===== src/rtl/ahb_sram_slave_pkg.sv =====
// rtl/ahb_sram_slave_pkg.sv - shared types and constants for the AHB-Lite SRAM responder
package ahb_sram_slave_pkg;

    typedef enum logic [1:0] {
        HTRANS_IDLE   = 2'd0,
        HTRANS_BUSY   = 2'd1,
        HTRANS_NONSEQ = 2'd2,
        HTRANS_SEQ    = 2'd3
    } htrans_t;

    typedef enum logic [2:0] {
        HSIZE_BYTE = 3'd0,
        HSIZE_HALF = 3'd1,
        HSIZE_WORD = 3'd2
    } hsize_t;

    typedef enum logic [2:0] {
        ST_IDLE     = 3'd0,
        ST_RD_DATA  = 3'd1,
        ST_WR_DATA  = 3'd2,
        ST_RD_STALL = 3'd3,
        ST_ERR1     = 3'd4,
        ST_ERR2     = 3'd5
    } ahb_sram_state_t;

    localparam logic HRESP_OKAY  = 1'b0;
    localparam logic HRESP_ERROR = 1'b1;

endpackage


===== src/rtl/ahb_sram_lane_dec.sv =====
// rtl/ahb_sram_lane_dec.sv - HSIZE/address to active-low byte lanes and misalignment flag
import ahb_sram_slave_pkg::*;

module ahb_sram_lane_dec (
    input  logic [2:0] hsize,
    input  logic [1:0] addr_lo,
    output logic [3:0] ben,
    output logic       misaligned
);

    // Sizes above word fall through to the word encoding (all lanes)
    always_comb begin
        ben        = 4'h0;
        misaligned = 1'b0;
        case (hsize_t'(hsize))
            HSIZE_BYTE: ben = ~(4'b0001 << addr_lo);
            HSIZE_HALF: begin
                ben        = addr_lo[1] ? 4'b0011 : 4'b1100;
                misaligned = addr_lo[0];
            end
            HSIZE_WORD: misaligned = |addr_lo;
            default:    ben = 4'h0;
        endcase
    end

endmodule


===== src/rtl/ahb_sram_slave.sv =====
// rtl/ahb_sram_slave.sv - AHB-Lite responder for a single-port SRAM macro
// Optional error responses (range, size, alignment) under macro AHB_SRAM_ERR_EN.
import ahb_sram_slave_pkg::*;

module ahb_sram_slave #(
    parameter logic [31:0] BASE_ADDR = 32'h0000_0000,
    parameter int unsigned MEM_BYTES = 4194304
) (
    input  logic        HCLK,
    input  logic        HRESET,
    input  logic        HSEL,
    input  logic [31:0] HADDR,
    input  logic [1:0]  HTRANS,
    input  logic        HWRITE,
    input  logic [2:0]  HSIZE,
    input  logic [2:0]  HBURST,
    input  logic [31:0] HWDATA,
    input  logic        HREADY,
    output logic        HREADYOUT,
    output logic        HRESP,
    output logic [31:0] HRDATA,
    output logic        sram_cen,
    output logic        sram_wen,
    output logic [3:0]  sram_ben,
    output logic [31:0] sram_addr,
    output logic [31:0] sram_din,
    input  logic [31:0] sram_dout
);

    localparam logic [31:0] MEM_SIZE  = 32'(MEM_BYTES);
    localparam logic [31:0] ADDR_MASK = MEM_SIZE - 32'd1;

    ahb_sram_state_t state;
    htrans_t         trans;
    logic            acc;
    logic            err_beat;
    logic            rd_go;
    logic            wr_go;
    logic [3:0]      lane_ben;
    logic            misaligned;
    logic [31:0]     map_addr;
    logic [31:0]     addr_q;
    logic [3:0]      ben_q;

    ahb_sram_lane_dec u_lane_dec (
        .hsize      (HSIZE),
        .addr_lo    (HADDR[1:0]),
        .ben        (lane_ben),
        .misaligned (misaligned)
    );

    assign trans    = htrans_t'(HTRANS);
    assign acc      = HSEL & HREADY & ~HRESET &
                      ((trans == HTRANS_NONSEQ) | (trans == HTRANS_SEQ));
    assign map_addr = ({HADDR[31:2], 2'b00} - BASE_ADDR) & ADDR_MASK;

`ifdef AHB_SRAM_ERR_EN
    logic [31:0] rng_off;
    logic        in_range;
    logic        unused_ok;

    assign rng_off   = HADDR - BASE_ADDR;
    assign in_range  = rng_off < MEM_SIZE;
    assign err_beat  = acc & (~in_range | (HSIZE > 3'd2) | misaligned);
    assign HRESP     = ((state == ST_ERR1) || (state == ST_ERR2)) ? HRESP_ERROR : HRESP_OKAY;
    assign unused_ok = ^HBURST;
`else
    logic unused_ok;

    assign err_beat  = 1'b0;
    assign HRESP     = HRESP_OKAY;
    assign unused_ok = ^{HBURST, misaligned};
`endif

    assign rd_go = acc & ~HWRITE & ~err_beat;
    assign wr_go = acc & HWRITE & ~err_beat;

    // ERR1 is the first (stalled) cycle of the two-cycle ERROR response
    always_ff @(posedge HCLK or posedge HRESET) begin
        if (HRESET) begin
            state  <= ST_IDLE;
            addr_q <= 32'h0;
            ben_q  <= 4'hF;
        end else begin
            case (state)
                ST_RD_STALL: state <= ST_RD_DATA;
                ST_ERR1:     state <= ST_ERR2;
                default: begin
                    if (err_beat) begin
                        state <= ST_ERR1;
                    end else if (wr_go) begin
                        state  <= ST_WR_DATA;
                        addr_q <= map_addr;
                        ben_q  <= lane_ben;
                    end else if (rd_go) begin
                        if (state == ST_WR_DATA) begin
                            state  <= ST_RD_STALL;
                            addr_q <= map_addr;
                        end else begin
                            state <= ST_RD_DATA;
                        end
                    end else begin
                        state <= ST_IDLE;
                    end
                end
            endcase
        end
    end

    // The SRAM port is owned by a pending write first, then a stalled read,
    // then a read issued straight from the current address phase.
    always_comb begin
        sram_cen  = 1'b1;
        sram_wen  = 1'b1;
        sram_ben  = 4'hF;
        sram_addr = 32'h0;
        sram_din  = 32'h0;
        if (state == ST_WR_DATA) begin
            sram_cen  = 1'b0;
            sram_wen  = 1'b0;
            sram_ben  = ben_q;
            sram_addr = addr_q;
            sram_din  = HWDATA;
        end else if (state == ST_RD_STALL) begin
            sram_cen  = 1'b0;
            sram_addr = addr_q;
        end else if (rd_go) begin
            sram_cen  = 1'b0;
            sram_addr = map_addr;
        end
    end

    assign HREADYOUT = ~((state == ST_RD_STALL) || (state == ST_ERR1));
    assign HRDATA    = (state == ST_RD_DATA) ? sram_dout : 32'h0;

endmodule

===== config.mk =====
export PLATFORM = sky130hd
export DESIGN_NAME = ahb_sram_slave
export DESIGN_NICKNAME = d
export VERILOG_FILES = /design/src/rtl/ahb_sram_slave_pkg.sv /design/src/rtl/ahb_sram_lane_dec.sv /design/src/rtl/ahb_sram_slave.sv
export SDC_FILE = /design/constraint.sdc
export NUM_CORES = 1
export LEC_CHECK = 0
export CAP_MARGIN = 30
export CORE_MARGIN = 2
export CORE_UTILIZATION = 29
export DETAILED_ROUTE_END_ITERATION = 7
export GPL_TIMING_DRIVEN = 0
export HOLD_SLACK_MARGIN = 0.03
export PLACE_DENSITY = 0.82
export SYNTH_ARGS = -nofsm -noshare
export SYNTH_HDL_FRONTEND = slang
export SYNTH_SLANG_ARGS = --single-unit

===== constraint.sdc =====
create_clock -name HCLK -period 1.9 [get_ports HCLK]
set_input_delay 0.285 -clock HCLK [delete_from_list [all_inputs] [get_ports HCLK]]
set_output_delay 0.285 -clock HCLK [all_outputs]
set_load 0.01 [all_outputs]

# == After elaboration in Yosys (flattened, before gate mapping) ==
# Index checks and enable logic that the tools add are counted.
# totals
reg_bits,39
input_bits,109
out_inout_bits,104
wordCells,48
# op_classes
eq_ne,7
shift,1
muxes,19
bitwise,11
reduce_logical,7
# ops
cell,count
32-bit 2-to-1 mux,7
22-bit 2-to-1 mux,1
4-bit 2-to-1 mux,2
4-bit one-hot mux with 2 select lines,1
3-bit by 1-bit equality test with 1-bit output (second input constant),2
3-bit by 2-bit equality test with 1-bit output (second input constant),2
3-bit 2-to-1 mux,2
3-bit one-hot mux with 2 select lines,1
1-bit AND,5
2-bit equality test (second input constant),2
1-bit 2-to-1 mux,4
1-bit inverter,4
4-bit inverter,1
2-bit nonzero test,2
1-bit by 2-bit left shift with 4-bit output (first input constant),1
3-bit equality test (second input constant),1
3-bit zero test,1
3-bit AND reduction,1
2-bit 2-to-1 mux,1
2-bit AND reduction,1
2-bit OR reduction,1
1-bit logical OR,1
1-bit OR,1

# == Depth between registers and ports, before layout ==
# depth
depth_word,7
depth_mapped,5
depth_no_buf,4

# == Modules after synthesis ==
# From an unflattened synthesis, not the netlist that was laid out.
# hier_totals
cells_unflattened,238
hier_area_um2,2053.2
# modules_own_cells
module,n_inst,cells_per_inst,area_each_um2,seq_area_each_um2
ahb_sram_slave,1,225,1979.4,680.7
ahb_sram_lane_dec,1,13,73.8,0.0

# == Worst setup path after synthesis ==
# OpenSTA, ideal clock, no wires.
# synth_path
kind,register to register
from,register state[2]
to,register addr_q[11]
setup_ns,0.125
arrival_ns,1.447
path_slack_ns,0.328
path_stages_with_launch,6
synth_period_minus_slack_ns,1.572
path_cell_list,dfrtp_1 -> or2b_2 -> a21oi_1 -> or3_4 -> buf_6 -> mux2_4
# synth_via
elab_chain_cells,4
word_cells_on_any_way,7
cone_classes,eq/ne (3); bitwise (1); reduce/logical (3)
# synth_lines
element,line,rtl
from (decl),ahb_sram_slave.sv:33,ahb_sram_state_t state;
from (signal assigned),ahb_sram_slave.sv:81,state <= ST_IDLE;
from (signal assigned),ahb_sram_slave.sv:86,ST_RD_STALL: state <= ST_RD_DATA;
from (signal assigned),ahb_sram_slave.sv:87,ST_ERR1: state <= ST_ERR2;
3-bit by 2-bit equality test with 1-bit output / 3-bit equality test (equally long branches),ahb_sram_slave.sv:85,case (state)
2-bit OR reduction (no source line),--,
1-bit inverter (no source line),--,
3-bit AND reduction (no source line) *,--,
to (signal assigned),ahb_sram_slave.sv:93,addr_q <= map_addr;
to (signal assigned),ahb_sram_slave.sv:98,addr_q <= map_addr;
to (decl),ahb_sram_slave.sv:42,logic [31:0] addr_q;
# Every way passes the cells marked *; elsewhere a longest branch is shown, timed or not.
# A chain may end at the register's enable or synchronous reset.

# == Worst setup path in the final report ==
# layout_path
from,register state[0]
to,output HREADYOUT
# layout_via
elab_chain_cells,3
word_cells_on_any_way,4
cone_classes,eq/ne (2); bitwise (1); reduce/logical (1)
# layout_lines
element,line,rtl
3-bit by 2-bit equality test with 1-bit output / 3-bit equality test (equally long branches),ahb_sram_slave.sv:133,assign HREADYOUT = ~((state == ST_RD_STALL) || (state == ST_ERR1));
1-bit logical OR *,ahb_sram_slave.sv:133,
1-bit inverter *,ahb_sram_slave.sv:133,
to (decl),ahb_sram_slave.sv:19,"output logic HREADYOUT,"
# Marks and branches as above.

==> results.ini <==
[final_layout]
antenna_cells = 0
syn2layout_area_growth_pct = 112.1
final_nets = 563
drive_gt1_share_pct = 46.36
nFillCells = 562
layoutNonFillerInstCount = 549

[timing]
worst_slew_pin_slew_ns = 0.5913
slew_headroom_pct = 60.53
drv_slew = 0
whs_ns = 0.2328
finalCritPeriodShare_pct = 99.91
finalCriticalPeriod_ns = 1.898
clock_skew_ns = 0.002243
final_hold_viol_count = 0
max_freq_mhz = 526.8
rsz0062_at_grt = yes
setup_viol = 0

[logic_synthesis]
netlist_instances = 234
synth_top_area_share_pct = 28.33
synth-edff-count = 0
synthArstFlopShare_pct = 100.0
synth_flop_cell = dfrtp_1
avgSynthCellArea_sq_um = 8.684
synth_top_cell_by_area = dfrtp_1
ys_warn_count = 0
ys_top_cells_by_area = dfrtp_1 28%, and2_1 20%, mux2_4 14%, nand2_1 7.6%, dfstp_2 5.2%
yosys_register_bits = 27
syn_area_sq_um = 2032
yosysUniqueCellTypes = 26
yosysSeqAreaShare_pct = 33.50

[floorplan]
pin_count = 213
dieArea_sq_um = 7692
initial_core_util_pct = 29.91
fp.coreArea_sq_um = 6794
rows = 30
die_h_um = 87.71
die_w_um = 87.71

[place]
place_inst = 528
place_hpwl_mm = 6.194
portBuffers = 185
place_congestion = 0.7993

[run]
cap_violations = 0

[routing]
wl_mm = 8.295
ant_nets = 0
drc = 0
viasPerCell = 4.446
vias = 2441
drtPass1Iterations = 4
dr.first_iter.drc_count = 46
wire_per_inst_um = 15.11

[power]
power_leakage_nw = 2.268
combPwrFrac_pct = 34.3
internal_power_mw = 1.260
p_seq_share_pct = 45.7
pwr-share-clk_pct = 20.0
ir_drop_v = 0.0002486
power.density_nw_per_um2 = 389.6
power_mw = 1.679
p_sw_share_pct = 24.97
p_sw_uw = 419.3

[global_route]
overflow = 0
antenna_found_initial = 0
first_global_vias = 2416
grt_usage_pct = 19.45
grt_max_degree = 16
grt_pass1_wl_mm = 11.75

[worst_setup_path]
endpoint_kind = primary output
path_max_fanout = 3
critPathKind = flip-flop to primary output
worstPathRequired_ns = 1.62
crit_path_start_kind = flip-flop
arrival_ns = 1.61

[clocking]
hold_buffers = 0
cts_buffer_depth = 2
cts_made_buffers = 3
htree_num_levels = 1
numClockSinks = 27
clkTransAtPathRegs_ns = 0.09
cts-root-buf = clkbuf_8
cts_tree = yes
clk_latency_ns = 0.27

[worst_hold_path]
hold_class = input pin to async pin

[run_status]
status = complete, no violations

critical path: stages (launching register included):
cell           delay, ns
dfrtp_1             0.44
buf_6               0.15
nor3b_2             0.30
a21oi_2             0.11
dlygate4sd2_1       0.34
synthesized netlist by cell type (2+ instances only):
cell / n
and2_1: 65
nand2_1: 41
dfrtp_1: 23
o21ai_0: 21
mux2_4: 19
buf_4: 13
clkbuf_1: 13
inv_1: 6
nand2b_1: 5
dfstp_2: 4
mux2_2: 4
a21boi_0: 2
a21oi_1: 2
buf_6: 2
nor2_1: 2
nor3b_1: 2
state kept, by name (all words and copies together) (netlist names):
register	cells
ben_q	4
state	3
addr_q	20
power groups by stage:
stage                     Clock, mW  Sequential (mW)  Combinational, mW
final                         0.336            0.767              0.577
after global routing          0.369            0.782              0.620
after global placement            0            0.768              0.534
after CTS                     0.344            0.764              0.557
after floorplan                   0            0.754              0.268
after detailed placement          0            0.772              0.552
per-stage QoR:
stage / util, % / worst slack (ns) / instance area, sq um / setup TNS [ns]
4_1_cts: 59.78 / -0.03830 / 4061 / -0.4868
6_report: 63.44 / 0.001725 / 4310 / 0
5_1_grt: 63.44 / -0.05908 / 4310 / -2.190
2_1_floorplan: - / 0.3276 / 2077 / 0
3_3_place_gp: 59.59 / -0.7408 / 4049 / -38.84
3_5_place_dp: 60.00 / -0.7374 / 4076 / -39.67
cell families after synthesis:
family	after synthesis	synth area share, %
buffers and inverters	34	9.421
muxes	24	16.75
AOI/OAI and AO/OA	26	6.773
and+or+nand+nor	122	33.37
DFF	27	33.50
other	1	0.1846
final timing paths:
kind | cells after the start | to | slack, ns | start
worst max-delay path | 4 | HREADYOUT | 0.002 | state[0]
worst min-delay path | 2 | addr_q[21] | 0.23 | HRESET
worst max register to register | 6 | addr_q[14] | 0.02 | state[2]
worst min register to register | 2 | ben_q[1] | 0.47 | ben_q[1]
max in group asynchronous | 3 | state[2] | 1.18 | HRESET
min in group HCLK | 2 | ben_q[1] | 0.47 | ben_q[1]
routing by layer:
layer	track usage (%)	up-vias	share of wire (%)
met1	20.78	1143	37
met3	4.713	5	9.5
met5	0	-	0
li1	-	1156	-
met4	3.776	0	0.74
met2	38.43	137	53
placed cells by master (no fill, tap or decap), types with 2 or more instances in the layout:
cell / instances
a21boi_0: 2
and2_1: 42
and2_4: 23
buf_2: 61
buf_4: 21
buf_6: 32
buf_8: 8
clkbuf_16: 3
clkbuf_2: 3
clkbuf_8: 6
clkdlybuf4s50_1: 90
conb_1: 13
dfrtp_1: 22
dfstp_2: 4
dlygate4sd2_1: 4
dlymetal6s2s_1: 3
inv_1: 6
mux2_2: 4
mux2_4: 19
nand2_1: 36
nand2_2: 5
nand2b_1: 5
nor2_1: 2
nor3b_4: 2
o21ai_1: 11
o21ai_2: 9
timing repair:
action	CTS	global route
buffers inserted	11	1
pin swaps	6	14
resized for setup	426	85
gates cloned	4	3
endpoints found under the setup margin	91	106
hold endpoints to repair	0	0
area by class of cell:
cell class	count	area, sq um	share of cell area [%]
Buffer	27	299.0	6.938
Clock buffer	4	45.04	1.045
Timing Repair Buffer	204	1794	41.63
Sequential cell	27	681.9	15.82
Tap cell	96	120.1	2.787
Multi-Input combinational cell	185	1348	31.26
Inverter	6	22.52	0.5225
(Power assumes the default switching activity.)
